`src/rtl/word_deserializer_if.sv`:
```
// Symbol-in / word-out handshake bundle for word_deserializer.
interface word_deserializer_if #(
  parameter int SYM_W = 8,
  parameter int SYMS  = 4
);
  logic                    sym_valid_i;
  logic                    sym_ready_o;
  logic                    sof_i;
  logic [SYM_W-1:0]        sym_i;
  logic                    word_valid_o;
  logic                    word_ready_i;
  logic [SYMS*SYM_W-1:0]   word_o;

  modport master (
    output sym_valid_i, sof_i, sym_i, word_ready_i,
    input  sym_ready_o, word_valid_o, word_o
  );

  modport slave (
    input  sym_valid_i, sof_i, sym_i, word_ready_i,
    output sym_ready_o, word_valid_o, word_o
  );
endinterface

```
`src/rtl/word_deserializer.sv`:
```
// Packs SYMS symbols of SYM_W bits into one word with valid/ready on both
// sides; reports short-word and orphan-symbol framing errors as pulses.
module word_deserializer #(
  parameter int SYM_W     = 8,
  parameter int SYMS      = 4,
  parameter int MSB_FIRST = 1,
  parameter int AUTO_SOF  = 0
) (
  input  logic                clk,
  input  logic                rst_n,
  word_deserializer_if.slave  bus,
  output logic                err_short_o,
  output logic                err_orphan_o
);

  localparam int WORD_W = SYMS * SYM_W;
  localparam int CNT_W  = $clog2(SYMS);
  localparam logic [CNT_W-1:0] LAST = CNT_W'(SYMS - 1);

  typedef enum logic {IDLE, COLLECT} state_t;

  state_t              state_q, state_d;
  logic [CNT_W-1:0]    cnt_q, cnt_d;
  logic [WORD_W-1:0]   acc_q, acc_d;
  logic [WORD_W-1:0]   word_q, word_d;
  logic                wv_q, wv_d;
  logic                es_q, es_d;
  logic                eo_q, eo_d;
  logic                accept;

  // Drop one symbol into its slot position within a word image.
  function automatic logic [WORD_W-1:0] put(input logic [WORD_W-1:0] base,
                                            input logic [SYM_W-1:0]  s,
                                            input logic [CNT_W-1:0]  slot);
    put = base;
    for (int unsigned k = 0; k < SYMS; k++) begin
      if (slot == CNT_W'(k)) begin
        put[((MSB_FIRST != 0) ? (SYMS - 1 - k) : k) * SYM_W +: SYM_W] = s;
      end
    end
  endfunction

  assign bus.sym_ready_o  = !wv_q | bus.word_ready_i;
  assign accept           = bus.sym_valid_i & bus.sym_ready_o;
  assign bus.word_valid_o = wv_q;
  assign bus.word_o       = word_q;
  assign err_short_o      = es_q;
  assign err_orphan_o     = eo_q;

  // Next-state, accumulation, word load and error detection.
  always_comb begin
    state_d = state_q;
    cnt_d   = cnt_q;
    acc_d   = acc_q;
    word_d  = word_q;
    wv_d    = wv_q;
    es_d    = 1'b0;
    eo_d    = 1'b0;
    if (wv_q && bus.word_ready_i) begin
      wv_d = 1'b0;
    end
    if (accept) begin
      case (state_q)
        IDLE: begin
          if (bus.sof_i || (AUTO_SOF != 0)) begin
            acc_d   = put(acc_q, bus.sym_i, '0);
            cnt_d   = CNT_W'(1);
            state_d = COLLECT;
          end else begin
            eo_d = 1'b1;
          end
        end
        COLLECT: begin
          if (bus.sof_i) begin
            es_d  = 1'b1;
            acc_d = put(acc_q, bus.sym_i, '0);
            cnt_d = CNT_W'(1);
          end else if (cnt_q == LAST) begin
            // A load here overrides the handshake clear above, so a
            // back-to-back word keeps word_valid_o high with no bubble.
            word_d  = put(acc_q, bus.sym_i, LAST);
            wv_d    = 1'b1;
            cnt_d   = '0;
            state_d = IDLE;
          end else begin
            acc_d = put(acc_q, bus.sym_i, cnt_q);
            cnt_d = cnt_q + CNT_W'(1);
          end
        end
        default: state_d = IDLE;
      endcase
    end
  end

  // State and output registers with synchronous active-low reset.
  always_ff @(posedge clk) begin
    if (!rst_n) begin
      state_q <= IDLE;
      cnt_q   <= '0;
      acc_q   <= '0;
      word_q  <= '0;
      wv_q    <= 1'b0;
      es_q    <= 1'b0;
      eo_q    <= 1'b0;
    end else begin
      state_q <= state_d;
      cnt_q   <= cnt_d;
      acc_q   <= acc_d;
      word_q  <= word_d;
      wv_q    <= wv_d;
      es_q    <= es_d;
      eo_q    <= eo_d;
    end
  end

endmodule

```
`src/flat_wrapper.sv`:
```
// flat-port wrapper written by rule: the top's interface ports become plain ports
module word_deserializer_flat 
#(
  parameter int SYM_W     = 8,
  parameter int SYMS      = 4,
  parameter int MSB_FIRST = 1,
  parameter int AUTO_SOF  = 0
)
  (clk, rst_n, err_short_o, err_orphan_o, bus_sym_valid_i, bus_sof_i, bus_sym_i, bus_word_ready_i, bus_sym_ready_o, bus_word_valid_o, bus_word_o);
  word_deserializer_if #(.SYM_W(SYM_W), .SYMS(SYMS)) bus_i ();
  input  logic clk;
  input  logic rst_n;
  output logic err_short_o;
  output logic err_orphan_o;
  input wire logic [$bits(bus_i.sym_valid_i)-1:0] bus_sym_valid_i;
  input wire logic [$bits(bus_i.sof_i)-1:0] bus_sof_i;
  input wire logic [$bits(bus_i.sym_i)-1:0] bus_sym_i;
  input wire logic [$bits(bus_i.word_ready_i)-1:0] bus_word_ready_i;
  output wire logic [$bits(bus_i.sym_ready_o)-1:0] bus_sym_ready_o;
  output wire logic [$bits(bus_i.word_valid_o)-1:0] bus_word_valid_o;
  output wire logic [$bits(bus_i.word_o)-1:0] bus_word_o;
  assign bus_i.sym_valid_i = bus_sym_valid_i;
  assign bus_i.sof_i = bus_sof_i;
  assign bus_i.sym_i = bus_sym_i;
  assign bus_i.word_ready_i = bus_word_ready_i;
  assign bus_sym_ready_o = bus_i.sym_ready_o;
  assign bus_word_valid_o = bus_i.word_valid_o;
  assign bus_word_o = bus_i.word_o;
  word_deserializer #(.SYM_W(SYM_W), .SYMS(SYMS), .MSB_FIRST(MSB_FIRST), .AUTO_SOF(AUTO_SOF)) u_core (.clk(clk), .rst_n(rst_n), .bus(bus_i), .err_short_o(err_short_o), .err_orphan_o(err_orphan_o));
endmodule
```
`config.mk`:
```
export PLATFORM = sky130hd
export DESIGN_NAME = word_deserializer_flat
export DESIGN_NICKNAME = d
export VERILOG_FILES = /design/src/rtl/word_deserializer_if.sv /design/src/rtl/word_deserializer.sv /design/src/flat_wrapper.sv
export SDC_FILE = /design/constraint.sdc
export NUM_CORES = 1
export LEC_CHECK = 0
export ABC_AREA = 1
export CORE_UTILIZATION = 45
export CTS_CLUSTER_DIAMETER = 30
export DETAILED_ROUTE_END_ITERATION = 16
export PLACE_DENSITY = 0.7
export SYNTH_ARGS = -nofsm -noshare
export SYNTH_HDL_FRONTEND = slang
export SYNTH_SLANG_ARGS = --single-unit
```
`constraint.sdc`:
```
create_clock -name clk -period 2.25 [get_ports clk]
set_clock_uncertainty 0.15 [all_clocks]
set_input_delay 0.5625 -clock clk [delete_from_list [all_inputs] [get_ports clk]]
set_output_delay 0.5625 -clock clk [all_outputs]
set_load 0.05 [all_outputs]
```
Word-level counts from Yosys, hierarchy flattened. Cells that the tools add are included.

Add/subtract/negate cells: 1. Eq/ne operators: 10. Multiplexer cells: 21. Bitwise logic cells: 6. Reductions and logical operators: 10.

Operators by type and width (count): $mux W32 (3); $pmux W32 S2 (1); $mux W8 (3); $ne A2 B2 Y1 const B (5); $reduce_and A5 Y1 (2); $mux W1 (9); $reduce_and A4 Y1 (2); $mux W2 (3); $ne A3 B3 Y1 const B (2); $eq A2 B2 Y1 const B (2); $not A1 Y1 (4); $pmux W2 S2 (1); $reduce_and A3 Y1 (1); $reduce_or A3 Y1 (1); $add A2 B1 Y2 const B (1); $eq A2 B1 Y1 const B (1); $logic_not A2 Y1 (1); $pmux W1 S2 (1); $reduce_and A2 Y1 (1); $and A1 B1 Y1 (1); $logic_and A1 B1 Y1 (1); $logic_not A1 Y1 (1); $or A1 B1 Y1 (1).

Bits in registers: 62. Input bits: 13. Output and inout port bits: 36. Logic and storage cells: 57.

Logic depth before layout (Yosys ltp). Gate-level depths: netlist (run 1).

Depth in word-level cells: 6. Mapped depth: 9. Gate-level depth less buffers: 8.

Worst setup path after synthesis (run 1). Ideal clock, no wire load.

Path type: register -> register. Start point: register u_core.wv_q, in the netlist u_core.bus.word_valid_o. End point: register u_core.word_q[14], in the netlist u_core.bus.word_o[14]. Library setup time: 0.062 ns. Arrival time: 1.542 ns. Data required time: 2.038 ns. Path slack: 0.496 ns. Cell stages (with the launch flop): 8. Path buffers: 1. Clock period less this slack: 1.754 ns. Path through: dfxtp_1 -> nand2_4 -> nand2_2 -> nor2_4 -> buf_2 -> nand3b_1 -> nand2_1 -> nor2_2.

Word-level cells in the longest chain between the ends: 4.

Ends and longest elaborated chain: from (decl) (line word_deserializer.sv:26) `logic wv_q, wv_d;`; from (signal assigned) (line word_deserializer.sv:110) `wv_q <= wv_d;`; $logic_not A1 Y1 (line word_deserializer.sv:43) `assign bus.sym_ready_o = !wv_q | bus.word_ready_i;`; $or A1 B1 Y1 (line word_deserializer.sv:43); named net bus_sym_ready_o (line flat_wrapper.sv:19) `output wire logic [$bits(bus_i.sym_ready_o)-1:0] bus_sym_ready_o;`; $and A1 B1 Y1 (line word_deserializer.sv:44) `assign accept = bus.sym_valid_i & bus.sym_ready_o;`; $reduce_and A4 Y1 (no source line); to (signal assigned) (line word_deserializer.sv:109) `word_q <= word_d;`; to (decl) (line word_deserializer.sv:25) `logic [WORD_W-1:0] word_q, word_d;`.

The timed path passes the listed nets, and every way through them passes these cells. A chain may end at the register's enable or synchronous reset.

Worst setup path in the final report (run 1).
Start point: register u_core.word_q[6], in the netlist u_core.bus.word_o[6]. End point: output bus_word_o[6].

RTL lines: to (decl) (line flat_wrapper.sv:21) `output wire logic [$bits(bus_i.word_o)-1:0] bus_word_o;`.

No word-level cell between the ends.

==> reports/metrics.cfg, run 1 <==
[worst_hold_path]
hp-class = flip-flop to flip-flop

[layout]
areaGrowthSynthToFinish_pct = 26.7
drive_above_1_share_pct = 12.9
final_cell_mix = 94 x nor2_1, 89 x nand2_1, 62 x dfxtp_1
layout.nets = 438
design_area_um2 = 3450
mostFrequentLayoutCell = nor2_1
stdcell_count = 497
fill_cells = 540
n_antenna_cell = 0

[timing]
finalSetupViolations = 0
maxSlewHeadroom_pct = 66.3
finalHoldViolCount = 0
rsz0062_at_grt = false
finalCriticalPeriod_ps = 2210
period_share_pct = 98.2
tns_ps = 0
max_clock_freq_ghz = 0.453
maxSlewViolCount = 0
whs_ps = 321
tightest_slew_ps = 503

[setup_path]
slowest_delay_ps = 810
required_ps = 1540
crit_arrival_ps = 1500
start_kind = flip-flop
cp_slowest_cell = clkdlybuf4s50_1
path_delay_family = buffers and inverters
end_kind = output port
cp_cell_sequence = clkdlybuf4s50_1
cp_max_fo = 2
path_buf_inv = 1
criticalPathCategory = flip-flop to output port

[pwr]
sw_frac_of_total_pct = 23.4
p_leak_nw = 1.55
p_clk_share_pct = 42.2
p_int_w = 0.00172
p_comb_share_pct = 7.6
p_per_area_nw_per_um2 = 650
vdd_drop_max_v = 0.000336
seq_power_share_pct = 50.1
power.switching_w = 0.000526

[clock_tree]
hold_buffers = 0
clock_sinks = 62
clk_pin_slew_worst_paths_ps = 60
clockBufferDepth = 2
cts_made_buffers = 9
htreeDepth = 3
cts_root_buf = clkbuf_8
tritoncts = yes
insertion_delay_ps = 340

[synth]
syn_inst = 375
syn_avg_cell_area_um2 = 7.27
synthesis.area_um2 = 2730
ys_warn_count = 0
yosysUniqueCellTypes = 26
ys_ff_latch = 62
ys_seq_area_share_pct = 45.5
syn_nets = 392

[global_route]
grt.busiest_layer = met2
grt_usage_pct = 19.8
grt-ovfl-total = 0
grt_pass1_wl_mm = 9.58
met1_usage_pct = 25.3
grt_antenna_before_repair = 0
grt_pass1_vias = 2088
grtUsageMet2_pct = 30.0
met3_usage_pct = 5.71
grt_start_max_net_pins = 60

[die]
io_pins = 49
die_h_um = 79.9
start_util_pct = 48.1
core_area_um2 = 5680
die_w_um = 79.9
dieArea_um2 = 6380
row_count = 27

[placement]
dp.cells = 482
postPlaceCellArea_um2 = 3260
io_buffers = 48
hpwl_mm = 3.68
gp_congestion = 0.738

[routing]
viasPerCell = 4.63
ant_nets = 0
routed_wl_mm = 5.56
drtPass1Iterations = 4
routedWlPerCell_um = 11.2
dr_total_vias = 2303
drc = 0
drt_iter0_drc = 150

[flow_run]
drv_cap = 0

[outcome]
status = finished, final reports clean

logic make-up (layout without fill, tap and decap cells):
kind of cell,Yosys count,count (layout),share of synthesized area [%]
and+or+nand+nor,249,249,41.7
DFF,62,62,45.5
AOI/OAI and AO/OA,7,7,1.83
adders and majority gates,4,4,1.83
buffers and inverters,53,103,9.17
stage by stage:
step	utilization, %	setup WS, ps	power (W)
finish	60.9	41.5	0.00224
global route	60.9	0.886	0.00234
CTS	60.7	15.3	0.00226
detailed placement	57.5	77.8	0.00132
global placement	57.5	110	0.00132
floorplan	-	496	0.00127
worst paths after layout:
kind	from	to	slack, ps	depth (start not counted)
max	u_core.bus.word_o[6]	bus_word_o[6]	40	1
min	u_core.acc_q[12]	u_core.acc_q[12]	320	2
max reg2reg	u_core.cnt_q[0]	u_core.acc_q[25]	450	7
min reg2reg	u_core.acc_q[12]	u_core.acc_q[12]	320	2
flip-flops by register name (all words and copies together) (netlist names):
signal and flops:
u_core.bus.word_o 32, u_core.err_orphan_o 1, u_core.cnt_q 2, u_core.acc_q 24
u_core.err_short_o 1, u_core.bus.word_valid_o 1, u_core.state_q 1
Yosys cell counts:
cell       n  area [um2]
o21ai_0    1        5.00
buf_8      1        15.0
nand3b_1  16         120
inv_2      3        11.3
dfxtp_1   62        1240
o21ai_4    1        16.3
buf_6      3        33.8
a21oi_2    1        8.76
nor3_4     1        16.3
buf_4      3        22.5
nand3_2    1        10.0
nor2_2    14        87.6
nand3_1   26         130
buf_1      5        18.8
nand3_4    1        17.5
ha_1       4        50.1
inv_1     30         113
nand2_1   89         334
buf_2      5        25.0
nor3_1     1        5.00
nor2_4     3        33.8
a21oi_1    4        20.0
nand2_4    2        22.5
nand2_2    1        6.26
nor2_1    94         353
clkbuf_1   3        11.3
power by group through the flow:
| stage | registers, W | logic [W] | clock network [W] |
|---|---|---|---|
| finish | 0.00113 | 0.000171 | 0.000948 |
| global route | 0.00113 | 0.000194 | 0.00102 |
| CTS | 0.00113 | 0.000172 | 0.000965 |
| detailed placement | 0.00115 | 0.000172 | 0 |
| global placement | 0.00115 | 0.000169 | 0 |
| floorplan | 0.00115 | 0.000119 | 0 |
layer usage:
layer  vias to the layer above  wire length, um
met4                         0               91
met3                        10              233
met1                      1022             2700
met5                         -                0
li1                       1228                -
met2                        43             2530
area by class of cell:
| type | instances | area [um2] | area share, % |
|---|---|---|---|
| Clock buffer | 14 | 153 | 4.42 |
| Timing Repair Buffer | 55 | 581 | 16.8 |
| Sequential cell | 62 | 1240 | 35.9 |
| Clock inverter | 1 | 30.0 | 0.869 |
| Inverter | 33 | 124 | 3.59 |
| Tap cell | 72 | 90.1 | 2.61 |
| Multi-Input combinational cell | 260 | 1240 | 35.8 |
what timing repair did:
item,4_1_cts,5_1_grt
resized for setup,0,4
setup buffers,0,0
setup endpoints to repair,0,4
No activity file was read; power rests on OpenSTA's default activity.
==> run 2, diff against run 1 <==
- clock period: 2.25 -> 2.3 ns (I/O delays scaled with it)
==> reports/metrics.cfg, run 2 (synthesis results as in run 1) <==
[setup_path]
cp_slowest_cell = clkdlybuf4s50_1
path_delay_family = buffers and inverters
crit_arrival_ps = 1540
r2r_cells = 7
r2r_start = u_core.cnt_q[0]
criticalPathCategory = flip-flop to output port
cp_cell_sequence = clkdlybuf4s50_1
end_kind = output port
ff2ff_setup_slack_ps = 510
required_ps = 1570
start_kind = flip-flop
cp_max_fo = 2
slowest_delay_ps = 820
path_buf_inv = 1
r2r_end = u_core.acc_q[25]

[clock_tree]
htreeDepth = 3
cts_made_buffers = 9
clk_pin_slew_worst_paths_ps = 60
tritoncts = yes
post-cts-setup-buffer-count = 0
clock_sinks = 62
insertion_delay_ps = 340
hold_buffers = 0
post_cts_resized = 0
cts_root_buf = clkbuf_8
clockBufferDepth = 2

[timing]
maxSlewHeadroom_pct = 66.3
max_clock_freq_ghz = 0.442
finalSetupViolations = 0
maxSlewViolCount = 0
rsz0062_at_grt = false
finalHoldViolCount = 0
period_share_pct = 98.3
tns_ps = 0
finalCriticalPeriod_ps = 2260
layout_setup_ws_ps = 38.2
tightest_slew_ps = 503

[pwr]
p_per_area_nw_per_um2 = 617
power.switching_w = 0.000508
p_int_w = 0.00162
p_comb_share_pct = 7.9
p_leak_nw = 1.46
sw_frac_of_total_pct = 23.8
vdd_drop_max_v = 0.000417
seq_power_share_pct = 51.7
p_clk_share_pct = 40.4
p_total_w = 0.00213

[placement]
io_buffers = 48
pre_cts_slack_ps = 103
gp_congestion = 0.752
hpwl_mm = 3.81

[layout]
mostFrequentLayoutCell = nor2_1
layout.nets = 438
fin_util_pct = 60.8
drive_above_1_share_pct = 12.0
n_antenna_cell = 0
fill_cells = 558
multi_input_area_um2 = 1240
areaGrowthSynthToFinish_pct = 26.5
largest_reg_flops = 32
seqCellArea_um2 = 1240
final_cell_mix = 94 x nor2_1, 89 x nand2_1, 62 x dfxtp_1

[routing]
ant_nets = 0
viasPerCell = 4.67
routedWlPerCell_um = 11.4
drtPass1Iterations = 4
drc = 0
routed_wl_mm = 5.63
dr_total_vias = 2317
drt_iter0_drc = 114

[worst_hold_path]
hold_end = u_core.acc_q[15]
hp-class = flip-flop to flip-flop
worstHoldStart = u_core.acc_q[15]
min_path_cells = 2

[die]
die_h_um = 79.9
row_count = 27
die_w_um = 79.9
io_pins = 49
dieArea_um2 = 6380
core_area_um2 = 5680
start_util_pct = 48.1

[global_route]
grt_pass1_vias = 2090
grt_pass1_wl_mm = 9.46
grt_antenna_before_repair = 0
grt_usage_pct = 19.6
grt_start_max_net_pins = 60
grt-ovfl-total = 0

[flow_run]
drv_cap = 0

[outcome]
status = finished, final reports clean

==> run 2: changes by cell type in the layout (fill, tap and decap cells not counted) <==
cell / delta
clkdlybuf4s50_1: +10
dlymetal6s2s_1: -4
clkbuf_1: -3
clkinv_2: +1
buf_4: -6
clkbuf_8: +2
bufinv_16: -1
==> run 2: worst max path at each step <==
stage                             from                    end  slack [ps]  cells past startpoint
6_report          u_core.bus.word_o[8]          bus_word_o[8]          40                      1
5_1_grt           u_core.bus.word_o[8]          bus_word_o[8]          20                      1
4_1_cts           u_core.bus.word_o[8]          bus_word_o[8]          30                      1
3_5_place_dp          bus_word_ready_i   u_core.bus.word_o[0]         100                      8
3_3_place_gp          bus_word_ready_i  u_core.bus.word_o[28]         170                      8
2_1_floorplan  u_core.bus.word_valid_o  u_core.bus.word_o[14]         550                      7
==> run 2: stage by stage <==
stage               hold WS (ps)  instance area [um2]  cells
floorplan                    296                 2730    375
global placement             304                 3280    482
detailed placement           312                 3280    482
CTS                          327                 3450    496
global route                 350                 3450    496
finish                       322                 3450    496
==> run 2: final cells by class <==
class,count,area share [%]
inverters,33,3.59
flip-flops and latches,62,36.0
multi-input cells,260,35.8
clock buffers,13,4.89
well taps,72,2.61
repair buffers,55,17.0
clock inverters,1,0.145
==> run 2: power by group through the flow <==
stage	clock (W)	combinational (W)	sequential, W
floorplan	0	0.000116	0.00112
global placement	0	0.000167	0.00112
detailed placement	0	0.000169	0.00112
CTS	0.000877	0.000170	0.00110
global route	0.000923	0.000191	0.00110
finish	0.000860	0.000169	0.00110
==> run 2: per-layer routing <==
metal  up-vias  GRT usage (%)  wire, um
met5         -              0         0
met4         0           9.11        81
met3        10           5.26       223
met2        38           33.5      2700
met1      1048           22.6      2630
li1       1221              -         -
==> run 2: worst register-to-register path: cells and delay by family, from the launching register on <==
family          cells  cell delay (ps)
flops               1              340
compound gates      1              340
fa+ha+maj           1              250
simple gates        3              390
buf+inv             2              260
==> run 3, diff against run 2 <==
- CORE_MARGIN: not set -> 5
==> reports/metrics.cfg, run 3 (synthesis results as in run 1) <==
[outcome]
status = finished, final reports clean

[global_route]
grt_pass1_vias = 2232
grt_start_max_net_pins = 60
grt_pass1_wl_mm = 9.90
grt_usage_pct = 16.6
grt-ovfl-total = 0
grt_antenna_before_repair = 0

[setup_path]
cp-startpoint = u_core.bus.word_o[31]
ff2ff_setup_slack_ps = 600
endpoint = bus_word_o[31]
criticalPathCategory = flip-flop to output port
r2r_end = u_core.acc_q[17]
r2r_start = u_core.cnt_q[0]
cp_max_fo = 2
r2r_cells = 7
required_ps = 1570
slowest_delay_ps = 810
path_delay_family = buffers and inverters
cp_num_cells = 1
cp_cell_sequence = clkdlybuf4s50_1
start_kind = flip-flop
crit_arrival_ps = 1510
cp_slowest_cell = clkdlybuf4s50_1
path_buf_inv = 1
end_kind = output port

[routing]
ant_nets = 0
drtPass1Iterations = 4
routed_wl_mm = 5.85
dr_total_vias = 2293
drt_iter0_drc = 104
routedWlPerCell_um = 11.7
viasPerCell = 4.60
drc = 0

[placement]
hpwl_mm = 4.00
dp.cells = 484
gp_congestion = 0.803
io_buffers = 48

[clock_tree]
insertion_delay_ps = 340
cts_made_buffers = 9
tritoncts = yes
hold_buffers = 0
clk_pin_slew_worst_paths_ps = 60
htreeDepth = 3
post_cts_resized = 0
cts_root_buf = clkbuf_8
clockBufferDepth = 2
clock_sinks = 62
post-cts-setup-buffer-count = 0

[timing]
finalHoldViolCount = 0
period_share_pct = 97.0
maxSlewHeadroom_pct = 66.5
tightest_slew_ps = 500
rsz0062_at_grt = false
tns_ps = 0
finalSetupViolations = 0
maxSlewViolCount = 0
max_clock_freq_ghz = 0.448
finalCriticalPeriod_ps = 2230

[die]
dieArea_um2 = 7720
die_h_um = 87.9
row_count = 28
start_util_pct = 46.1
io_pins = 49
core_area_um2 = 5920
die_w_um = 87.9

[worst_hold_path]
hp-class = flip-flop to flip-flop
worstHoldStart = u_core.acc_q[8]

[layout]
mostFrequentLayoutCell = nor2_1
n_antenna_cell = 0
final_cell_mix = 94 x nor2_1, 89 x nand2_1, 62 x dfxtp_1
fill_cells = 580
areaGrowthSynthToFinish_pct = 26.1
layout.nets = 437
stdcell_count = 499
largest_reg_flops = 32
drive_above_1_share_pct = 11.8

[pwr]
p_per_area_nw_per_um2 = 638
p_leak_nw = 1.45
vdd_drop_max_v = 0.000364

[flow_run]
drv_cap = 0

==> run 3: how the worst min path moves through the flow <==
stage | to | slack [ps] | cells after the start
after global routing | u_core.bus.word_o[19] | 350 | 2
after floorplan | u_core.acc_q[10] | 300 | 2
after detailed placement | u_core.acc_q[8] | 310 | 2
after global placement | u_core.acc_q[23] | 310 | 2
final | u_core.acc_q[8] | 330 | 2
after CTS | u_core.acc_q[8] | 330 | 2
==> run 3: metrics by stage <==
| step | setup slack, ps | cell area [um2] | utilization, % | hold WS (ps) | power [W] |
|---|---|---|---|---|---|
| floorplan | 546 | 2730 | - | 296 | 0.00124 |
| global placement | 124 | 3260 | 55.0 | 308 | 0.00129 |
| detailed placement | 99.8 | 3260 | 55.0 | 314 | 0.00129 |
| CTS | 43.7 | 3440 | 58.1 | 329 | 0.00222 |
| global route | 18.6 | 3440 | 58.1 | 354 | 0.00228 |
| finish | 68.4 | 3440 | 58.1 | 325 | 0.00219 |
==> run 3: report_power, final <==
group / internal, W / leakage (nW) / total, W / switching, W
registers: 0.00109 / 0.502 / 0.00110 / 0.00000948
clock network: 0.000526 / 0.0908 / 0.000926 / 0.000399
logic: 0.0000633 / 0.862 / 0.000167 / 0.000104
==> run 3: worst register-to-register path, stage by stage, from the launching register on <==
cell and delay [ps]:
dfxtp_1 340, ha_1 290, inv_2 120, nand3_1 130, nor2_4 350, nand2_1 100
nand2_1 70, nor2_1 40
==> run 3: layer usage <==
| metal | wire, um | global-route usage (%) |
|---|---|---|
| met5 | 0 | 0 |
| met4 | 137 | 8.51 |
| met3 | 314 | 5.17 |
| met2 | 2810 | 27.7 |
| met1 | 2590 | 19.0 |
==> run 3: area by class of cell <==
class	count	area, um2	share of cell area (%)
Tap cell	75	93.8	2.73
Sequential cell	62	1240	36.1
Clock buffer	14	153	4.44
Clock inverter	1	30.0	0.873
Multi-Input combinational cell	260	1240	36.0
Timing Repair Buffer	54	561	16.3
Inverter	33	124	3.60
